==> src/rtl/sirv_gnrl_regwr_arb_pkg.sv <==
// sirv_gnrl_regwr_pkg: sizing, stage record and address decode shared by the
// register-write arbiter slice (optional lock feature: SIRV_REGWR_ARB_LOCK_EN).
package sirv_gnrl_regwr_pkg;

    localparam int REGWR_NREQ  = 4;
    localparam int REGWR_DW    = 32;
    localparam int REGWR_AW    = 3;
    localparam int REGWR_DEPTH = 1 << REGWR_AW;
    localparam int REGWR_IDW   = $clog2(REGWR_NREQ);

    typedef struct packed {
        logic                 valid;
        logic [REGWR_AW-1:0]  addr;
        logic [REGWR_DW-1:0]  data;
        logic [REGWR_IDW-1:0] id;
    } regwr_stage_t;

    function automatic logic [REGWR_DEPTH-1:0] regwr_onehot(input logic [REGWR_AW-1:0] a);
        logic [REGWR_DEPTH-1:0] r;
        r    = '0;
        r[a] = 1'b1;
        return r;
    endfunction

endpackage

==> src/rtl/sirv_gnrl_regwr_arb_if.sv <==
// sirv_gnrl_regwr_arb_if: requester handshake and register-bank write bundle;
// req_lock exists only when SIRV_REGWR_ARB_LOCK_EN is defined.
interface sirv_gnrl_regwr_arb_if;
    import sirv_gnrl_regwr_pkg::*;

    logic [REGWR_NREQ-1:0]          req_valid;
    logic [REGWR_NREQ-1:0]          req_ready;
    logic [REGWR_NREQ*REGWR_AW-1:0] req_addr;
    logic [REGWR_NREQ*REGWR_DW-1:0] req_data;
`ifdef SIRV_REGWR_ARB_LOCK_EN
    logic [REGWR_NREQ-1:0]          req_lock;
`endif
    logic [REGWR_DEPTH-1:0]         reg_lden;
    logic [REGWR_DW-1:0]            reg_dnxt;
    logic [REGWR_IDW-1:0]           wr_gnt_id;
    logic                           wr_busy;

    modport master (
        output req_valid, req_addr, req_data,
`ifdef SIRV_REGWR_ARB_LOCK_EN
        output req_lock,
`endif
        input  req_ready, reg_lden, reg_dnxt, wr_gnt_id, wr_busy
    );

    modport slave (
        input  req_valid, req_addr, req_data,
`ifdef SIRV_REGWR_ARB_LOCK_EN
        input  req_lock,
`endif
        output req_ready, reg_lden, reg_dnxt, wr_gnt_id, wr_busy
    );

endinterface

==> src/rtl/sirv_gnrl_regwr_arb_rr_pick.sv <==
// sirv_gnrl_rr_pick: combinational round-robin picker, first request at or after ptr wins.
module sirv_gnrl_rr_pick #(
    parameter int N = 4,
    parameter int W = $clog2(N)
) (
    input  logic [N-1:0] req_i,
    input  logic [W-1:0] ptr_i,
    output logic [N-1:0] gnt_o,
    output logic [W-1:0] idx_o,
    output logic         any_o
);

    logic found;

    assign any_o = |req_i;

    // scan from the pointer upward with wrap; the first set request takes the grant
    always_comb begin
        gnt_o = '0;
        idx_o = '0;
        found = 1'b0;
        for (int k = 0; k < N; k++) begin
            if (!found && req_i[(int'(ptr_i) + k) % N]) begin
                found = 1'b1;
                gnt_o[(int'(ptr_i) + k) % N] = 1'b1;
                idx_o = W'((int'(ptr_i) + k) % N);
            end
        end
    end

endmodule

==> src/rtl/sirv_gnrl_regwr_arb.sv <==
// sirv_gnrl_regwr_arb: round-robin write arbiter with one register stage driving a
// one-hot load-enable register bank; SIRV_REGWR_ARB_LOCK_EN adds per-requester priority lock.
module sirv_gnrl_regwr_arb
    import sirv_gnrl_regwr_pkg::*;
(
    input  logic                  clk,
    input  logic                  rst_n,
    sirv_gnrl_regwr_arb_if.slave  bus
);

    logic [REGWR_NREQ-1:0] gnt;
    logic [REGWR_IDW-1:0]  gnt_idx;
    logic                  req_any;
    logic                  lock_hit;
    logic [REGWR_IDW-1:0]  ptr_q, ptr_d;
    regwr_stage_t          stage_q, stage_d;

    sirv_gnrl_rr_pick #(.N(REGWR_NREQ)) u_pick (
        .req_i (bus.req_valid),
        .ptr_i (ptr_q),
        .gnt_o (gnt),
        .idx_o (gnt_idx),
        .any_o (req_any)
    );

`ifdef SIRV_REGWR_ARB_LOCK_EN
    assign lock_hit = bus.req_lock[gnt_idx];
`else
    assign lock_hit = 1'b0;
`endif

    // capture the winner into the stage; a locked winner keeps top priority
    always_comb begin
        stage_d       = stage_q;
        stage_d.valid = req_any;
        if (req_any) begin
            stage_d.addr = bus.req_addr[int'(gnt_idx)*REGWR_AW +: REGWR_AW];
            stage_d.data = bus.req_data[int'(gnt_idx)*REGWR_DW +: REGWR_DW];
            stage_d.id   = gnt_idx;
        end
        ptr_d = !req_any ? ptr_q :
                lock_hit ? gnt_idx :
                (gnt_idx == REGWR_IDW'(REGWR_NREQ-1)) ? '0 : gnt_idx + 1'b1;
    end

    // pointer and stage flops, cleared asynchronously so a staged write is dropped at once
    always_ff @(posedge clk or negedge rst_n) begin
        if (!rst_n) begin
            ptr_q   <= '0;
            stage_q <= '0;
        end else begin
            ptr_q   <= ptr_d;
            stage_q <= stage_d;
        end
    end

    assign bus.req_ready = gnt;
    assign bus.reg_lden  = stage_q.valid ? regwr_onehot(stage_q.addr) : '0;
    assign bus.reg_dnxt  = stage_q.data;
    assign bus.wr_gnt_id = stage_q.id;
    assign bus.wr_busy   = stage_q.valid;

endmodule
==> src/flat_wrapper.sv <==
// flat-port wrapper written by rule: the top's interface ports become plain ports
module sirv_gnrl_regwr_arb_flat import sirv_gnrl_regwr_pkg::*;
  (clk, rst_n, bus_req_valid, bus_req_addr, bus_req_data, bus_req_ready, bus_reg_lden, bus_reg_dnxt, bus_wr_gnt_id, bus_wr_busy);
  sirv_gnrl_regwr_arb_if bus_i ();
  input  logic clk;
  input  logic rst_n;
  input wire logic [$bits(bus_i.req_valid)-1:0] bus_req_valid;
  input wire logic [$bits(bus_i.req_addr)-1:0] bus_req_addr;
  input wire logic [$bits(bus_i.req_data)-1:0] bus_req_data;
  output wire logic [$bits(bus_i.req_ready)-1:0] bus_req_ready;
  output wire logic [$bits(bus_i.reg_lden)-1:0] bus_reg_lden;
  output wire logic [$bits(bus_i.reg_dnxt)-1:0] bus_reg_dnxt;
  output wire logic [$bits(bus_i.wr_gnt_id)-1:0] bus_wr_gnt_id;
  output wire logic [$bits(bus_i.wr_busy)-1:0] bus_wr_busy;
  assign bus_i.req_valid = bus_req_valid;
  assign bus_i.req_addr = bus_req_addr;
  assign bus_i.req_data = bus_req_data;
  assign bus_req_ready = bus_i.req_ready;
  assign bus_reg_lden = bus_i.reg_lden;
  assign bus_reg_dnxt = bus_i.reg_dnxt;
  assign bus_wr_gnt_id = bus_i.wr_gnt_id;
  assign bus_wr_busy = bus_i.wr_busy;
  sirv_gnrl_regwr_arb u_core (.clk(clk), .rst_n(rst_n), .bus(bus_i));
endmodule
==> config.mk <==
export PLATFORM = sky130hd
export DESIGN_NAME = sirv_gnrl_regwr_arb_flat
export DESIGN_NICKNAME = d
export VERILOG_FILES = /design/src/rtl/sirv_gnrl_regwr_arb_pkg.sv /design/src/rtl/sirv_gnrl_regwr_arb_if.sv /design/src/rtl/sirv_gnrl_regwr_arb_rr_pick.sv /design/src/rtl/sirv_gnrl_regwr_arb.sv /design/src/flat_wrapper.sv
export SDC_FILE = /design/constraint.sdc
export NUM_CORES = 1
export LEC_CHECK = 0
export BUFFER_PORTS_ARGS = -buffer_cell sky130_fd_sc_hd__clkbuf_2
export CORE_ASPECT_RATIO = 0.8
export CORE_MARGIN = 10
export CORE_UTILIZATION = 50
export CTS_CLUSTER_DIAMETER = 50
export DETAILED_ROUTE_END_ITERATION = 16
export GPL_TIMING_DRIVEN = 0
export PLACE_DENSITY = 0.95
export SETUP_SLACK_MARGIN = 0.15
export SLEW_MARGIN = 10
export SYNTH_ARGS = -nofsm -noshare
export SYNTH_HDL_FRONTEND = slang
export SYNTH_SLANG_ARGS = --single-unit
==> constraint.sdc <==
create_clock -name clk -period 5.1 [get_ports clk]
set_input_delay 0.255 -clock clk [delete_from_list [all_inputs] [get_ports clk]]
set_output_delay 0.255 -clock clk [all_outputs]
set_load 0.02 [all_outputs]
* After elaboration in Yosys (flattened, before gate mapping)
Cells that the tools add are included.
** Word-level totals
- Bits of input ports :: 146
- RAM bits :: 0
- Register bits :: 40
- Output and inout port bits :: 47
- Latch bits :: 0
- Memory bits (read-only) :: 0
- Memories :: 0
** Operators by class
- Shift-type cells :: 2
- Add/subtract/negate cells :: 4
- Equality and inequality tests :: 1
- Divide/modulo/power cells :: 0
- Bitwise logic cells :: 6
- $mul :: 1
- Order comparisons :: 10
- Multiplexer cells :: 34
- Reductions and logical operators :: 15
** Operator list (count)
- 128-bit by 8-bit indexed part select with 32-bit output :: 1
- 12-bit by 32-bit indexed part select with 3-bit output :: 1
- 3-bit by 4-bit < comparator with 1-bit output (second input constant) :: 4
- 4-bit 2-to-1 mux :: 4
- 1-bit 2-to-1 mux :: 15
- 3-bit by 1-bit >= comparator with 1-bit output (second input constant) :: 4
- 4-bit OR :: 3
- 2-bit 2-to-1 mux :: 5
- 1-bit binary-select mux with 2-bit select :: 4
- 1-bit demux with 2-bit select :: 4
- 1-bit logical AND :: 8
- 8-bit 2-to-1 mux :: 1
- 2-bit OR reduction :: 3
- 2-bit by 1-bit adder with 2-bit output (second input constant) :: 2
- 2-bit adder (second input constant) :: 2
- 2-bit by 2-bit multiplier with 4-bit output (second input constant) :: 1
- 4-bit OR reduction :: 1
- 1-bit AND (first input constant) :: 3
- 1-bit demux with 3-bit select :: 1
- 1-bit logical NOT :: 3
- 2-bit by 3-bit < comparator with 1-bit output (second input constant) :: 1
- 2-bit == test (second input constant) :: 1
- 2-bit by 1-bit >= comparator with 1-bit output (second input constant) :: 1

* Longest topological paths before layout
Gate-level depths: netlist (run 1).
- Depth after elaboration :: 16
- Gate-level depth with buffers :: 12

* By module
From an unflattened synthesis (run 1), not the netlist that was laid out.
** Unflattened totals
- Cells, all modules :: 304
- Area total of the unflattened synthesis :: 3394.5 sq um
** By module, submodules not included
- sirv_gnrl_regwr_arb :: cells each 255, area an instance 2982.9 sq um, instances 1
- sirv_gnrl_rr_pick :: cells each 49, area an instance 411.6 sq um, instances 1

* Least setup slack after synthesis (run 1)
No wires, ideal clock.
- Path kind :: register -> register
- Start point :: reg u_core.ptr_q[0]
- End point :: reg u_core.ptr_q[1]
- Arrival time :: 2.898 ns
- Required time :: 4.975 ns
- Buffers on the path :: 4
- Setup time :: 0.125 ns
- Period minus slack after synthesis :: 3.023 ns
- Cell stages (with the launch flop) :: 13
- Setup slack :: 2.077 ns
- Path through :: dfrtp_1 -> buf_2 -> inv_1 -> ha_1 -> clkbuf_2 -> mux4_2 -> nor4b_4 -> or4_4 -> nand2_2 -> buf_6 -> buf_8 -> o21ai_2 -> mux2_2
** Between the ends
- Word-level cells in the longest chain between the ends :: 14
- Elaborated cells on any way between the ends :: 30
- Those cells by class :: add/sub (4); eq/ne (1); mux (19); reduce/logical (6)
** Ends and longest elaborated chain
- from (decl) :: RTL line sirv_gnrl_regwr_arb.sv:15 : logic [REGWR_IDW-1:0] ptr_q, ptr_d;
- from (signal assigned) :: RTL line sirv_gnrl_regwr_arb.sv:52 : ptr_q <= ptr_d;
- 2-bit by 1-bit adder with 2-bit output or 1-bit binary-select mux with 2-bit select (tied branches) :: RTL line sirv_gnrl_regwr_arb_rr_pick.sv:23, sirv_gnrl_regwr_arb_rr_pick.sv:26
- 1-bit binary-select mux with 2-bit select or 1-bit 2-to-1 mux (tied branches) :: RTL line sirv_gnrl_regwr_arb_rr_pick.sv:23 : if (!found && req_i[(int'(ptr_i) + k) % N]) begin
- 1-bit 2-to-1 mux (implied by the code) :: RTL line sirv_gnrl_regwr_arb_rr_pick.sv:23
- 1-bit 2-to-1 mux (implied by the code) or 1-bit logical NOT (tied branches) :: RTL line sirv_gnrl_regwr_arb_rr_pick.sv:23
- 1-bit logical AND :: RTL line sirv_gnrl_regwr_arb_rr_pick.sv:23
- 1-bit 2-to-1 mux :: RTL line sirv_gnrl_regwr_arb_rr_pick.sv:23
- 1-bit logical NOT :: RTL line sirv_gnrl_regwr_arb_rr_pick.sv:23
- 1-bit logical AND :: RTL line sirv_gnrl_regwr_arb_rr_pick.sv:23
- 1-bit 2-to-1 mux :: RTL line sirv_gnrl_regwr_arb_rr_pick.sv:23
- 1-bit logical NOT :: RTL line sirv_gnrl_regwr_arb_rr_pick.sv:23
- 1-bit logical AND :: RTL line sirv_gnrl_regwr_arb_rr_pick.sv:23
- 2-bit 2-to-1 mux (*) :: RTL line sirv_gnrl_regwr_arb_rr_pick.sv:23
- 2-bit by 1-bit adder with 2-bit output or 2-bit == test (tied branches) :: RTL line sirv_gnrl_regwr_arb.sv:43 : (gnt_idx == REGWR_IDW'(REGWR_NREQ-1)) ? '0 : gnt_idx + 1'b1;
- 2-bit 2-to-1 mux (*) :: RTL line sirv_gnrl_regwr_arb.sv:43
Every way passes the cells marked *; elsewhere a longest branch is shown, timed or not. The select of a mux whose other input is x is not followed.
A chain may end at the register's enable or synchronous reset.

* Worst setup path in the final report (run 1)
- Start point :: reg u_core.ptr_q[0]
- End point :: reg u_core.stage_q (netlist bit u_core.bus.reg_dnxt[13])
** Between the ends
- Word-level cells in the longest chain between the ends :: 13
- Elaborated cells on any way between the ends :: 28
- Those cells by class :: add/sub (3); shift (1); mux (18); reduce/logical (6)
** Ends and longest elaborated chain
- 2-bit by 1-bit adder with 2-bit output or 1-bit binary-select mux with 2-bit select (tied branches) :: RTL line sirv_gnrl_regwr_arb_rr_pick.sv:23, sirv_gnrl_regwr_arb_rr_pick.sv:26
- 1-bit binary-select mux with 2-bit select or 1-bit 2-to-1 mux (tied branches) :: RTL line sirv_gnrl_regwr_arb_rr_pick.sv:23
- 1-bit 2-to-1 mux (implied by the code) :: RTL line sirv_gnrl_regwr_arb_rr_pick.sv:23
- 1-bit 2-to-1 mux (implied by the code) or 1-bit logical NOT (tied branches) :: RTL line sirv_gnrl_regwr_arb_rr_pick.sv:23
- 1-bit logical AND :: RTL line sirv_gnrl_regwr_arb_rr_pick.sv:23
- 1-bit 2-to-1 mux :: RTL line sirv_gnrl_regwr_arb_rr_pick.sv:23
- 1-bit logical NOT :: RTL line sirv_gnrl_regwr_arb_rr_pick.sv:23
- 1-bit logical AND :: RTL line sirv_gnrl_regwr_arb_rr_pick.sv:23
- 1-bit 2-to-1 mux :: RTL line sirv_gnrl_regwr_arb_rr_pick.sv:23
- 1-bit logical NOT :: RTL line sirv_gnrl_regwr_arb_rr_pick.sv:23
- 1-bit logical AND :: RTL line sirv_gnrl_regwr_arb_rr_pick.sv:23
- 2-bit 2-to-1 mux (*) :: RTL line sirv_gnrl_regwr_arb_rr_pick.sv:23
- 128-bit by 8-bit indexed part select with 32-bit output (*) :: RTL line sirv_gnrl_regwr_arb.sv:38 : stage_d.data = bus.req_data[int'(gnt_idx)*REGWR_DW +: REGWR_DW];
- to (signal assigned) :: RTL line sirv_gnrl_regwr_arb.sv:53 : stage_q <= stage_d;
- to (decl) :: RTL line sirv_gnrl_regwr_arb.sv:16 : regwr_stage_t stage_q, stage_d;
Marked as above.

==> results of run 1 <==
-- per-layer routing --
metal / up-vias / track usage (%) / share of wire [%]
li1: 1761 / - / -
met3: 17 / 6.157 / 7.7
met5: - / 0 / 0
met2: 151 / 38.34 / 51
met1: 1716 / 23.95 / 40
met4: 0 / 4.527 / 1.1
-- cell families after synthesis --
logic type	Yosys count	synth area share (%)
simple gates	132	17.77
compound gates	94	26.28
buf+inv	66	12.93
mux	44	13.62
flops	40	27.66
fa+ha+maj	5	1.729
-- cell usage after synthesis (5+ instances only) --
master	count
a22oi_1	8
buf_4	39
and2_1	35
nor2_1	42
mux2i_1	38
o21ai_0	5
dfrtp_1	40
clkbuf_1	6
a221oi_2	20
a211oi_1	18
a221oi_1	16
nand2_1	42
a211oi_2	17
ha_1	5
buf_2	9
-- cell usage in the layout, fill, tap and decap left out, drive strengths merged --
| master | instances |
|---|---|
| a311o | 1 |
| nor2 | 42 |
| a21oi | 3 |
| nand2b | 4 |
| mux2i | 38 |
| ha | 5 |
| a21o | 1 |
| bufinv | 1 |
| inv | 3 |
| a211oi | 35 |
| nand2 | 43 |
| clkinv | 1 |
| dlygate4sd1 | 1 |
| nor3 | 2 |
| nor2b | 1 |
| and2 | 35 |
| mux4 | 4 |
| mux2 | 2 |
| nor4bb | 1 |
| o21a | 2 |
| clkbuf | 204 |
| dfrtp | 40 |
| o21ai | 8 |
| nor4b | 1 |
| buf | 54 |
| or4 | 1 |
| nor4 | 1 |
| and4b | 1 |
| a221oi | 36 |
| a22oi | 8 |
-- final timing paths --
path | startpoint | endpoint | slack [ps] | depth (start not counted)
worst min register to register | u_core.bus.wr_gnt_id[1] | u_core.bus.wr_gnt_id[1] | 500 | 2
min in group clk | bus_req_data[114] | u_core.bus.reg_dnxt[18] | 180 | 3
max in group asynchronous | rst_n | u_core.stage_q[35] | 4320 | 1
worst max-delay path | u_core.ptr_q[0] | u_core.bus.reg_dnxt[13] | 1600 | 10
worst min-delay path | rst_n | u_core.bus.reg_dnxt[1] | 140 | 1
worst max register to register | u_core.ptr_q[0] | u_core.bus.reg_dnxt[13] | 1600 | 10
-- critical path: cells and delay by family, from the launching register on --
family / cells / cell delay, ps
buffers and inverters: 4 / 930
and+or+nand+nor: 2 / 650
DFF: 1 / 530
AOI/OAI and AO/OA: 2 / 510
muxes: 1 / 440
adders and majority gates: 1 / 310
-- cell type report --
class | instances | area (um2)
inverters | 3 | 11.26
clock inverters | 2 | 38.79
clock buffers | 6 | 82.58
multi-input cells | 275 | 2150
plain buffers | 63 | 456.7
fillers | 557 | 2160
repair buffers | 190 | 950.9
well taps | 87 | 108.9
flip-flops and latches | 40 | 1001
-- power by group --
part / internal [mW] / leakage (nW) / switching, mW
Combinational: 1.38 / 1.87 / 1.65
Sequential: 0.507 / 0.455 / 0.124
Clock: 0.160 / 0.0614 / 0.121
Total: 2.05 / 2.38 / 1.89
-- state kept, by name, summed over array words and instances (netlist names) --
signal / count
u_core.bus.reg_dnxt: 32
u_core.stage_q: 3
u_core.bus.wr_gnt_id: 2
u_core.bus.wr_busy: 1
u_core.ptr_q: 2
-- stage by stage --
step           cells  setup WS (ps)  hold WS [ps]
4_1_cts          666           1567         171.1
6_report         666           1603         142.6
2_1_floorplan    381           2077        -40.59
5_1_grt          666           1220         167.5
3_3_place_gp     658           1758         470.0
3_5_place_dp     658           1605         477.4
==> results.sh, run 1 <==
export IMPL_dp_final_hpwl_um=9934
export IMPL_effective_utilization_at_floorplan_pct=52.00
export IMPL_clk_pin_slew_ps=90
export IMPL_worst_setup_path_type="flip-flop to flip-flop"
export IMPL_synth_top_cell_area_share_pct=27.66
export IMPL_static_leakage_power_nw=2.383
export IMPL_globalRouteOverflowTotal=0
export IMPL_dr_total_vias=3645
export IMPL_fmax_mhz=286.0
export IMPL_grt_pass1_vias=3977
export IMPL_finalMaxSlewViolations=0
export IMPL_finalPower_mw=3.943
export IMPL_wirelength_um=12160
export IMPL_power_ir_vdd_worst_uv=363.2
export IMPL_endpoint_kind="flip-flop"
export IMPL_die_w_um=115.1
export IMPL_synth_async_reset_ratio_pct=100.0
export IMPL_setup_total_negative_slack_ps=0
export IMPL_fin_crit_share_pct=68.57
export IMPL_floorplan_die_height_um=96.09
export IMPL_critical_path_max_fanout=10
export IMPL_status="completed"
export IMPL_timing_critical_path_slowest_stage_cell="dfrtp_1"
export IMPL_fp_dieArea_um2=11060
export IMPL_maxCapViolCount=0
export IMPL_cts_num_sinks=40
export IMPL_antenna_found_initial=0
export IMPL_yosys_warnings=0
export IMPL_synth_area_per_cell_um2=9.497
export IMPL_syn2layout_area_growth_pct=32.64
export IMPL_timing_hold_worst_class="input pin to asynchronous set/reset pin"
export IMPL_yosys_register_bits=40
export IMPL_cts_inserted_buffers=5
export IMPL_dr_pass1_iters=4
export IMPL_synth_main_ff_cell="dfrtp_1"
export IMPL_num_rows=27
export IMPL_worst_slew_pin_transition_ps=1051
export IMPL_postLayoutCoreUtil_pct=68.97
export IMPL_initialDrtViolationCount=155
export IMPL_slew_headroom_pct=29.94
export IMPL_stdcell_area_um2=4800
export IMPL_postCtsHoldBufs=0
export IMPL_grt_first_pass_wirelength_um=19110
export IMPL_io_pins=193
export IMPL_vias_per_cell=5.473
export IMPL_synth_edff_count=0
export IMPL_rsz0062_at_grt="false"
export IMPL_critPathArrivalTime_ps=3660
export IMPL_clk_latency_ps=290
export IMPL_core_area_um2=6959
export IMPL_place_port_buffers=190
export IMPL_detail_route_drc_violations=0
export IMPL_cp_cell_sequence="buf_2 > inv_1 > ha_1 > clkbuf_2 > mux4_2 > nor4b_4 > nand2_1 > a21oi_2 > buf_4 > a221oi_2"
export IMPL_cp_data_required_time_ps=5260
export IMPL_ant_nets=0
export IMPL_maximum_number_of_pins_on_one_net_before_global_route_repair=41
export IMPL_p_per_cell_area_nw_per_um2=821.4
export IMPL_hold_viol_final=0
export IMPL_report_final_setup_viol=0
export IMPL_worstSetupStartpointType="flip-flop"
export IMPL_clock_tree_from_tritoncts="done"
export IMPL_grtUsageTotal_pct=21.05
export IMPL_critical_path_max_stage_delay_ps=530
export IMPL_synthTopCellsByArea="dfrtp_1 (28%), mux2i_1 (11%), a221oi_2 (8.3%)"
export IMPL_syn_area_um2=3618
export IMPL_netlist_instances=381
export IMPL_syn_nets=532
export IMPL_number_of_different_library_cells_in_the_post_synthesis_netlist=39
export IMPL_clock_path_buffers=2
export IMPL_fin_skew_ps=11.20
export IMPL_synth_top_area_cell="dfrtp_1"
export IMPL_wl_per_cell_um=18.25
export IMPL_num_nets_final=729
export IMPL_final_layout_size_suffix_gt1_share_pct=52.68
export IMPL_ys_seq_area_share_pct=27.66
export IMPL_gp_routability_congestion=0.8158
export IMPL_post_dp_area_um2=4678
export IMPL_htree_num_levels=2
export IMPL_cts_resized_gates=0
export IMPL_diodes=0
export IMPL_finalCriticalPeriod_ps=3497
export IMPL_post_cts_setup_buffers=0
export IMPL_clk_root_buffer_cell="clkbuf_8"
No activity file was read; power rests on OpenSTA's default activity.
==> run 2, diff against run 1 <==
--- a/config.mk
+++ b/config.mk
@@ -8,11 +8,11 @@
 export BUFFER_PORTS_ARGS = -buffer_cell sky130_fd_sc_hd__clkbuf_2
 export CORE_ASPECT_RATIO = 0.8
 export CORE_MARGIN = 10
-export CORE_UTILIZATION = 50
+export CORE_UTILIZATION = 46
 export CTS_CLUSTER_DIAMETER = 50
 export DETAILED_ROUTE_END_ITERATION = 16
 export GPL_TIMING_DRIVEN = 0
-export PLACE_DENSITY = 0.95
+export PLACE_DENSITY = 0.93
 export SETUP_SLACK_MARGIN = 0.15
 export SLEW_MARGIN = 10
 export SYNTH_ARGS = -nofsm -noshare
==> constraint.sdc (replaced) <==
create_clock -name clk -period 3.5 [get_ports clk]
set_input_delay 0.175 -clock clk [delete_from_list [all_inputs] [get_ports clk]]
set_output_delay 0.175 -clock clk [all_outputs]
set_load 0.02 [all_outputs]
==> results.sh, run 2 (synthesis results as in run 1) <==
export IMPL_report_final_setup_viol=0
export IMPL_timing_hold_worst_class="input pin to asynchronous set/reset pin"
export IMPL_fin_skew_ps=3.152
export IMPL_hold_viol_final=0
export IMPL_postLayoutCoreUtil_pct=64.12
export IMPL_critical_path_max_stage_delay_ps=570
export IMPL_io_pins=193
export IMPL_clk_latency_ps=290
export IMPL_ant_nets=0
export IMPL_htree_num_levels=2
export IMPL_dpl_cell_count=676
export IMPL_syn2layout_area_growth_pct=33.47
export IMPL_r2r_setup_slack_ps=320
export IMPL_critical_path_top_delay_family="simple AND/OR/NAND/NOR gates"
export IMPL_static_leakage_power_nw=2.386
export IMPL_die_w_um=119.2
export IMPL_initialDrtViolationCount=166
export IMPL_clock_tree_from_tritoncts="done"
export IMPL_cts_inserted_buffers=5
export IMPL_status="completed"
export IMPL_wirelength_um=12860
export IMPL_detail_route_wirelength_met1_um=5176
export IMPL_dp_final_hpwl_um=10370
export IMPL_grtUsageTotal_pct=20.59
export IMPL_endpoint_kind="flip-flop"
export IMPL_worst_slew_pin_transition_ps=1098
export IMPL_cts_num_sinks=40
export IMPL_globalRouteOverflowTotal=0
export IMPL_largest_register_ffs=32
export IMPL_antenna_found_initial=0
export IMPL_detail_route_drc_violations=0
export IMPL_cp_data_required_time_ps=3660
export IMPL_num_nets_final=731
export IMPL_dr_max_layer_used="met4"
export IMPL_worstSetupStartpointType="flip-flop"
export IMPL_power_ir_vdd_worst_uv=570.8
export IMPL_clk_root_buffer_cell="clkbuf_8"
export IMPL_slew_headroom_pct=26.77
export IMPL_final_layout_size_suffix_gt1_share_pct=53.18
export IMPL_core_area_um2=7532
export IMPL_routed_wl_met2_um=6624
export IMPL_clock_path_buffers=2
export IMPL_rsz0062_at_grt="false"
export IMPL_critical_path_max_fanout=10
export IMPL_wl_per_cell_um=18.74
export IMPL_clk_pin_slew_ps=80
export IMPL_floorplan_die_height_um=99.33
export IMPL_effective_utilization_at_floorplan_pct=48.04
export IMPL_p_per_cell_area_nw_per_um2=1197
export IMPL_finish_cell_count_without_fillers=686
export IMPL_timing_critical_path_slowest_stage_cell="or4_4"
export IMPL_place_port_buffers=190
export IMPL_cp_cell_sequence="clkbuf_4 > inv_1 > ha_1 > clkbuf_2 > mux4_2 > nor4b_4 > or4_4 > nand2_2 > clkbuf_4 > a211oi_1 > a221oi_1"
export IMPL_worst_path_most_repeated_cell="clkbuf_4"
export IMPL_maxCapViolCount=0
export IMPL_num_rows=28
export IMPL_cp_num_buf_inv=4
export IMPL_setup_total_negative_slack_ps=0
export IMPL_layout_cells_most_common="clkbuf_2"
export IMPL_fp_dieArea_um2=11840
export IMPL_dr_total_vias=3687
export IMPL_grt_first_pass_wirelength_um=20340
export IMPL_gp_routability_congestion=0.8427
export IMPL_maximum_number_of_pins_on_one_net_before_global_route_repair=41
export IMPL_diodes=0
export IMPL_dr_pass1_iters=4
export IMPL_mostFrequentLayoutCells="clkbuf_2 (192), nand2_1 (42), nor2_1 (42)"
export IMPL_routed_wl_met3_um=961
export IMPL_grt_pass1_vias=4074
export IMPL_fmax_mhz=314.6
export IMPL_vias_per_cell=5.375
export IMPL_worst_setup_path_type="flip-flop to flip-flop"
export IMPL_critPathArrivalTime_ps=3340
export IMPL_fin_crit_share_pct=90.81
export IMPL_finalMaxSlewViolations=0
export IMPL_finalCriticalPeriod_ps=3178
run 2: cell count changes in the layout (fill, tap and decap cells not counted):
cell,before,now
clkbuf_2,191,192
clkbuf_4,1,3
nor2b_1,1,0
a21oi_4,0,1
dfrtp_1,40,38
buf_2,9,7
clkbuf_1,6,7
bufinv_16,1,0
a21oi_2,1,0
clkinv_4,1,0
nor2b_4,0,1
dfrtp_2,0,2
buf_4,39,41
run 2: per-layer routing:
metal,vias up,global-route usage (%)
met2,154,38.17
met1,1761,22.61
li1,1762,-
met3,10,6.610
met4,0,3.936
met5,-,0
run 2: path summary, 6_finish.rpt:
| check | cells after the start | to | start |
|---|---|---|---|
| min in group clk | 3 | u_core.bus.reg_dnxt[27] | bus_req_data[123] |
| setup / recovery | 11 | u_core.bus.reg_dnxt[6] | u_core.ptr_q[0] |
| setup reg to reg | 11 | u_core.bus.reg_dnxt[6] | u_core.ptr_q[0] |
| hold reg to reg | 2 | u_core.bus.wr_gnt_id[1] | u_core.bus.wr_gnt_id[1] |
| hold / removal | 1 | u_core.bus.reg_dnxt[28] | rst_n |
| max in group asynchronous | 1 | u_core.ptr_q[1] | rst_n |
run 2: repair_timing:
| item | CTS | global route |
|---|---|---|
| gates cloned | 0 | 0 |
| resized for setup | 4 | 4 |
| endpoints found under the setup margin | 31 | 39 |
| pin swaps | 1 | 1 |
| hold buffers | 0 | 0 |
| setup buffers | 0 | 2 |
run 2: area by class of cell:
cell class | instances | area, um2
fillers | 653 | 2703
repair buffers | 192 | 965.9
plain buffers | 63 | 462.9
inverters | 3 | 11.26
multi-input cells | 275 | 2165
flip-flops and latches | 40 | 1003
well taps | 105 | 131.4
clock buffers | 8 | 90.09
run 2: where the power goes:
group	internal (mW)	switching [mW]	total (mW)
Clock	0.161	0.165	0.326
Combinational	2.06	2.49	4.55
Sequential	0.742	0.168	0.910
Total	2.96	2.82	5.78
run 2: worst reg2reg max path, cell delays in order, from the launching register on:
cell      delay (ps)
dfrtp_2          410
clkbuf_4         180
inv_1            180
ha_1             270
clkbuf_2         200
mux4_2           400
nor4b_4          100
or4_4            580
nand2_2          110
clkbuf_4         210
a211oi_1          60
a221oi_1         350
run 2: stage by stage:
step	hold slack, ps	cell area, um2	power, mW	setup WS [ps]
after CTS	99.89	4803	5.794	202.6
after floorplan	-120.6	3618	4.350	477.4
after global routing	108.0	4830	6.219	168.9
final	78.12	4830	5.783	321.8
after detailed placement	414.4	4701	5.440	18.49
after global placement	402.5	4701	5.254	156.1
